`src/rtl/mem_rr_scheduler_if.sv`:
```
// Request/return bus joining the peripheral requesters, the round-robin
// scheduler and the shared single-port frame-buffer RAM.
interface mem_rr_scheduler_if #(
    parameter int ADDRESS_WIDTH = 14,
    parameter int PERIPHERALS   = 2
);
    logic [PERIPHERALS-1:0]               req;
    logic [PERIPHERALS-1:0]               wr;
    logic [ADDRESS_WIDTH*PERIPHERALS-1:0] address;
    logic [8*PERIPHERALS-1:0]             data_in;
    logic [PERIPHERALS-1:0]               gnt;
    logic                                 mem_en;
    logic                                 mem_wr;
    logic [ADDRESS_WIDTH-1:0]             mem_address;
    logic [7:0]                           mem_data_out;
    logic [7:0]                           mem_data_in;
    logic [7:0]                           data_out;
    logic [PERIPHERALS-1:0]               data_out_ready;

    // Scheduler side
    modport slave (
        input  req, wr, address, data_in, mem_data_in,
        output gnt, mem_en, mem_wr, mem_address, mem_data_out, data_out, data_out_ready
    );

    // Requester/RAM side
    modport master (
        output req, wr, address, data_in, mem_data_in,
        input  gnt, mem_en, mem_wr, mem_address, mem_data_out, data_out, data_out_ready
    );
endinterface

```
`src/rtl/mem_rr_scheduler.sv`:
```
// Round-robin owner/burst arbiter for a single-port RAM with a registered
// command port and a one-hot tag pipeline that routes read data back.
module mem_rr_scheduler #(
    parameter int ADDRESS_WIDTH = 14,
    parameter int PERIPHERALS   = 2,
    parameter int READ_LATENCY  = 2,
    parameter int MAX_BURST     = 4
) (
    input  logic               clk,
    input  logic               reset,
    mem_rr_scheduler_if.slave  bus
);
    localparam int IW = (PERIPHERALS > 1) ? $clog2(PERIPHERALS) : 1;
    localparam int CW = $clog2(MAX_BURST + 1);

    typedef enum logic {IDLE, OWNED} state_t;

    state_t                                    state, state_nxt;
    logic [IW-1:0]                             owner, owner_nxt;
    logic [IW-1:0]                             last, last_nxt;
    logic [CW-1:0]                             count, count_nxt;
    logic [PERIPHERALS-1:0]                    gnt, others, rd_tag;
    logic [IW-1:0]                             gidx;
    logic                                      accept, keep;
    int                                        base, idx;
    logic [PERIPHERALS-1:0][ADDRESS_WIDTH-1:0] addr_lane;
    logic [PERIPHERALS-1:0][7:0]               data_lane;
    logic [READ_LATENCY:0][PERIPHERALS-1:0]    tag_pipe;

    for (genvar i = 0; i < PERIPHERALS; i++) begin : g_lane
        assign addr_lane[i] = bus.address[i*ADDRESS_WIDTH +: ADDRESS_WIDTH];
        assign data_lane[i] = bus.data_in[i*8 +: 8];
    end

    assign bus.gnt = gnt;

    always_comb begin
        state_nxt = state;
        owner_nxt = owner;
        last_nxt  = last;
        count_nxt = count;
        gnt       = '0;
        gidx      = '0;
        accept    = 1'b0;
        base      = 0;
        idx       = 0;
        others    = bus.req & ~(PERIPHERALS'(1) << owner);
        keep      = (state == OWNED) && bus.req[owner] &&
                    ((count < CW'(MAX_BURST)) || (others == '0));

        if (keep) begin
            accept = 1'b1;
            gidx   = owner;
        end else begin
            // Search starts just past the current owner, or past the last
            // served requester when idle, so nobody can be starved.
            base = (state == OWNED) ? int'(owner) : int'(last);
            for (int k = 1; k <= PERIPHERALS; k++) begin
                idx = (base + k) % PERIPHERALS;
                if (!accept && bus.req[IW'(idx)]) begin
                    accept = 1'b1;
                    gidx   = IW'(idx);
                end
            end
        end

        if (reset)
            accept = 1'b0;
        if (accept)
            gnt[gidx] = 1'b1;

        if (accept) begin
            state_nxt = OWNED;
            owner_nxt = gidx;
            if (keep) begin
                count_nxt = (count == CW'(MAX_BURST)) ? CW'(1) : count + CW'(1);
            end else begin
                count_nxt = CW'(1);
                if (state == OWNED)
                    last_nxt = owner;
            end
        end else begin
            state_nxt = IDLE;
            if (state == OWNED)
                last_nxt = owner;
        end
    end

    always_ff @(posedge clk) begin
        if (reset) begin
            state <= IDLE;
            owner <= '0;
            count <= '0;
            last  <= IW'(PERIPHERALS - 1);
        end else begin
            state <= state_nxt;
            owner <= owner_nxt;
            count <= count_nxt;
            last  <= last_nxt;
        end
    end

    assign rd_tag = (accept && !bus.wr[gidx]) ? gnt : '0;

    always_ff @(posedge clk) begin
        if (reset) begin
            bus.mem_en         <= 1'b0;
            bus.mem_wr         <= 1'b0;
            bus.mem_address    <= '0;
            bus.mem_data_out   <= '0;
            bus.data_out       <= '0;
            bus.data_out_ready <= '0;
            tag_pipe           <= '0;
        end else begin
            bus.mem_en <= accept;
            bus.mem_wr <= accept & bus.wr[gidx];
            if (accept) begin
                bus.mem_address  <= addr_lane[gidx];
                bus.mem_data_out <= data_lane[gidx];
            end
            // Tag at the tail lines up with the cycle mem_data_in is valid.
            tag_pipe           <= {tag_pipe[READ_LATENCY-1:0], rd_tag};
            bus.data_out_ready <= tag_pipe[READ_LATENCY];
            if (|tag_pipe[READ_LATENCY])
                bus.data_out <= bus.mem_data_in;
        end
    end

    always_ff @(posedge clk) begin
        if (!reset) begin
            assert ($onehot0(gnt));
            assert ((gnt & ~bus.req) == '0);
        end
    end
endmodule

```
`src/flat_wrapper.sv`:
```
// flat-port wrapper written by rule: the top's interface ports become plain ports
module mem_rr_scheduler_flat 
#(
    parameter int ADDRESS_WIDTH = 14,
    parameter int PERIPHERALS   = 2,
    parameter int READ_LATENCY  = 2,
    parameter int MAX_BURST     = 4
)
  (clk, reset, bus_req, bus_wr, bus_address, bus_data_in, bus_mem_data_in, bus_gnt, bus_mem_en, bus_mem_wr, bus_mem_address, bus_mem_data_out, bus_data_out, bus_data_out_ready);
  mem_rr_scheduler_if #(.ADDRESS_WIDTH(ADDRESS_WIDTH), .PERIPHERALS(PERIPHERALS)) bus_i ();
  input  logic clk;
  input  logic reset;
  input wire logic [$bits(bus_i.req)-1:0] bus_req;
  input wire logic [$bits(bus_i.wr)-1:0] bus_wr;
  input wire logic [$bits(bus_i.address)-1:0] bus_address;
  input wire logic [$bits(bus_i.data_in)-1:0] bus_data_in;
  input wire logic [$bits(bus_i.mem_data_in)-1:0] bus_mem_data_in;
  output wire logic [$bits(bus_i.gnt)-1:0] bus_gnt;
  output wire logic [$bits(bus_i.mem_en)-1:0] bus_mem_en;
  output wire logic [$bits(bus_i.mem_wr)-1:0] bus_mem_wr;
  output wire logic [$bits(bus_i.mem_address)-1:0] bus_mem_address;
  output wire logic [$bits(bus_i.mem_data_out)-1:0] bus_mem_data_out;
  output wire logic [$bits(bus_i.data_out)-1:0] bus_data_out;
  output wire logic [$bits(bus_i.data_out_ready)-1:0] bus_data_out_ready;
  assign bus_i.req = bus_req;
  assign bus_i.wr = bus_wr;
  assign bus_i.address = bus_address;
  assign bus_i.data_in = bus_data_in;
  assign bus_i.mem_data_in = bus_mem_data_in;
  assign bus_gnt = bus_i.gnt;
  assign bus_mem_en = bus_i.mem_en;
  assign bus_mem_wr = bus_i.mem_wr;
  assign bus_mem_address = bus_i.mem_address;
  assign bus_mem_data_out = bus_i.mem_data_out;
  assign bus_data_out = bus_i.data_out;
  assign bus_data_out_ready = bus_i.data_out_ready;
  mem_rr_scheduler #(.ADDRESS_WIDTH(ADDRESS_WIDTH), .PERIPHERALS(PERIPHERALS), .READ_LATENCY(READ_LATENCY), .MAX_BURST(MAX_BURST)) u_core (.clk(clk), .reset(reset), .bus(bus_i));
endmodule
```
`config.mk`:
```
export PLATFORM = sky130hd
export DESIGN_NAME = mem_rr_scheduler_flat
export DESIGN_NICKNAME = d
export VERILOG_FILES = /design/src/rtl/mem_rr_scheduler_if.sv /design/src/rtl/mem_rr_scheduler.sv /design/src/flat_wrapper.sv
export SDC_FILE = /design/constraint.sdc
export NUM_CORES = 1
export LEC_CHECK = 0
export CORE_MARGIN = 3
export CORE_UTILIZATION = 40
export CTS_CLUSTER_DIAMETER = 80
export DETAILED_ROUTE_END_ITERATION = 12
export PLACE_DENSITY = 0.76
export SETUP_SLACK_MARGIN = 0.4
export SYNTH_ARGS = -nofsm -noshare
export SYNTH_HDL_FRONTEND = slang
export SYNTH_SLANG_ARGS = --single-unit
```
`constraint.sdc`:
```
create_clock -name clk -period 2.2 [get_ports clk]
set_input_delay 0.66 -clock clk [delete_from_list [all_inputs] [get_ports clk]]
set_output_delay 0.66 -clock clk [all_outputs]
set_load 0.05 [all_outputs]
```
==> results.yml <==
clock_tree:
  cts_max_level: 2
  cts_buffers: 5
  clk_latency_ns: 0.31
  cts_tree: "yes"
  max-clock-path-buffers: 2
  path_clk_slew_ns: 0.08
  hold_buffers: 0
  cts_root_buf: "clkbuf_8"
  cts_sinks: 45
timing:
  setup_viol: 1
  fin_skew_ns: 0.0115
  rsz0062_at_grt: "true"
  hold_viol: 0
  slew_violations: 0
  min_period_ns: 2.24
  tightestPinTransition_ns: 0.464
  tns_ns: -0.0384
  max_freq_mhz: 447
  slew_headroom_pct: 69.0
  finalCritPeriodShare_pct: 102
  setup_slack_ns: -0.0384
cells_and_area:
  layout.nets: 437
  syn2layout_area_growth_pct: 53.6
  final_util_pct: 64.4
  final_cell_mix: "54 x clkdlybuf4s50_1, 42 x dfxtp_1, 38 x a21oi_1"
  layout_commonest_cell: "clkdlybuf4s50_1"
  layout.cells.non_filler: 453
  n_antenna_cell: 0
  multi_input_area_um2: 1530
  fillers: 485
  final_area_um2: 3880
  drive_gt1_share_pct: 29.4
  regArea_um2: 905
worst_setup_path:
  critical-path-top-delay-family: "simple AND/OR/NAND/NOR gates"
  path_depth: 5
  path_class: "in -> out"
  startpoint_type: "primary input"
  critPathArrivalTime_ns: 1.58
  reg2reg_setup_slack_ns: 0.52
  worstPathRequired_ns: 1.54
  critical_path_buf_inv_count: 2
  critical_path.max_stage_delay_ns: 0.26
  critical_path.endpoint_type: "output pin"
  crit_fanout: 4
  cp_slowest_cell: "o211a_4"
  rr_worst_depth: 5
  crit_chain: "buf_8, and3b_1, o211a_4, nor3_4, buf_12"
place:
  dp.cells: 440
  hpwl_um: 5230
  place_ws_ns: -0.577
  place_congestion: 0.778
  portBuffers: 93
  placed_cell_area_um2: 3640
logic_synthesis:
  synthXorXnorAreaFrac_pct: 0
  ys.warnings.count: 0
  avgSynthCellArea_um2: 9.03
  synth_compound_area_share_pct: 41.4
  synth_simple_gate_area_share_pct: 14.4
  synth_area_leader_cell: "dfxtp_1"
  synth-edff-count: 0
  muxShareOfSynthArea_pct: 0.396
  syn_area_um2: 2530
  syn-num-nets: 340
  synth_cell_types: 38
  ys.flop_type: "dfxtp_1"
  yosys.area_share.adder_pct: 0.990
  netlist.area_leader.share_pct: 35.6
  netlist_top_cells_area: "dfxtp_1 36%, a32o_1 9.1%, a211oi_2 8.9%"
  synth_seq_cells: 45
  synth_top_family_by_area: "compound AO/OA/AOI/OAI gates"
  synth_cells: 280
  ys_async_sr_fraction_pct: 0
  yosysSeqAreaShare_pct: 35.6
die:
  rows: 28
  start_util_pct: 41.9
  die_x_um: 85.5
  num_io_pins: 94
  core_um2: 6030
  dieArea_um2: 7310
  die_y_um: 85.5
route:
  wire_per_inst_um: 17.1
  ant_nets: 0
  drc_errors: 0
  drt-total-wl_um: 7740
  avgViaCountPerCell: 5.88
  dr.pass1.iters: 5
  drt_iter0_drc: 164
  vias: 2662
global_routing:
  overflow: 0
  grt_pass1_wl_um: 12600
  grt_max_degree: 31
  grt.total_usage_pct: 21.1
  antenna_found_initial: 0
  grt_pass1_vias: 2687
power:
  pwr_density_cell_nw_per_um2: 591
  ir_worst_vdd_uv: 377
  p_leak_nw: 1.37
hold_path:
  hold_path.class: "reg -> reg"
  min_path_cells: 1
run_status:
  status: "finished with violations"
  violations: "setup timing"
flow_run:
  maxCapViolCount: 0
==> stage by stage <==
step                power [W]  hold WS, ns
finish                0.00229        0.449
detailed placement    0.00163        0.432
global route          0.00239        0.463
floorplan             0.00133        0.414
global placement      0.00161        0.416
CTS                   0.00230        0.453
==> kinds of logic (layout without fill, tap and decap cells) <==
kind of cell,count (synthesis),after routing
AO/OA/AOI/OAI,136,136
flip-flops,45,45
buffers and inverters,35,132
adder cells (fa/ha/maj),2,2
multiplexers,1,1
AND/OR/NAND/NOR,61,62
==> sequential cells by signal, indices dropped and copies added (netlist names) <==
register and flops:
u_core.owner 1, u_core.bus.mem_data_out 8, u_core.bus.mem_address 14, u_core.bus.mem_en 1, u_core.count 3, u_core.bus.data_out 8, u_core.tag_pipe 6, u_core.last 1
u_core.bus.data_out_ready 2, u_core.bus.mem_wr 1
==> Yosys cell counts, types with 2 or more instances <==
| library cell | n |
|---|---|
| o21ai_0 | 25 |
| a31oi_1 | 2 |
| buf_4 | 3 |
| buf_2 | 12 |
| a211oi_2 | 18 |
| o21ai_1 | 7 |
| inv_1 | 4 |
| nand2_1 | 15 |
| nor3_1 | 2 |
| dfxtp_1 | 45 |
| buf_6 | 3 |
| a211oi_1 | 5 |
| clkbuf_1 | 11 |
| ha_1 | 2 |
| a32oi_1 | 8 |
| nor2_1 | 7 |
| nor3b_1 | 22 |
| a21oi_1 | 38 |
| a311oi_1 | 2 |
| a41oi_1 | 2 |
| nor2b_1 | 8 |
| a32o_1 | 23 |
==> layout make-up <==
| class | count | share of cell area (%) |
|---|---|---|
| clock buffers | 6 | 2.13 |
| clock inverters | 2 | 0.967 |
| inverters | 5 | 0.580 |
| multi-input cells | 201 | 39.4 |
| flip-flops and latches | 45 | 23.3 |
| well taps | 75 | 2.42 |
| repair buffers | 118 | 31.0 |
| repair inverters | 1 | 0.193 |
==> what timing repair did <==
item / CTS / global route
buffers inserted: 1 / 2
gates resized for setup: 112 / 11
gates cloned: 1 / 1
endpoints found under the hold margin: 0 / 0
setup endpoints to repair: 63 / 28
pin swaps: 3 / 2
==> metal layers <==
metal  wire (um)  share of wire [%]  global-route usage, %
met1        3240                 42                   25.6
met2        3820                 49                   36.5
met3         598                7.7                   5.19
met4          91                1.2                   6.76
met5           0                  0                      0
==> power breakdown <==
group	switching [W]	internal, W	leakage (nW)
sequential	0.0000330	0.000867	0.372
combinational	0.000408	0.000319	0.940
clock	0.000297	0.000370	0.0574
==> path summary, 6_finish.rpt <==
check,startpoint,to
setup / recovery,bus_req[0],bus_gnt[0]
hold / removal,u_core.tag_pipe[2],u_core.tag_pipe[4]
setup reg to reg,u_core.bus.mem_en,u_core.bus.mem_data_out[1]
hold reg to reg,u_core.tag_pipe[2],u_core.tag_pipe[4]
No activity file was read; power rests on OpenSTA's default activity.
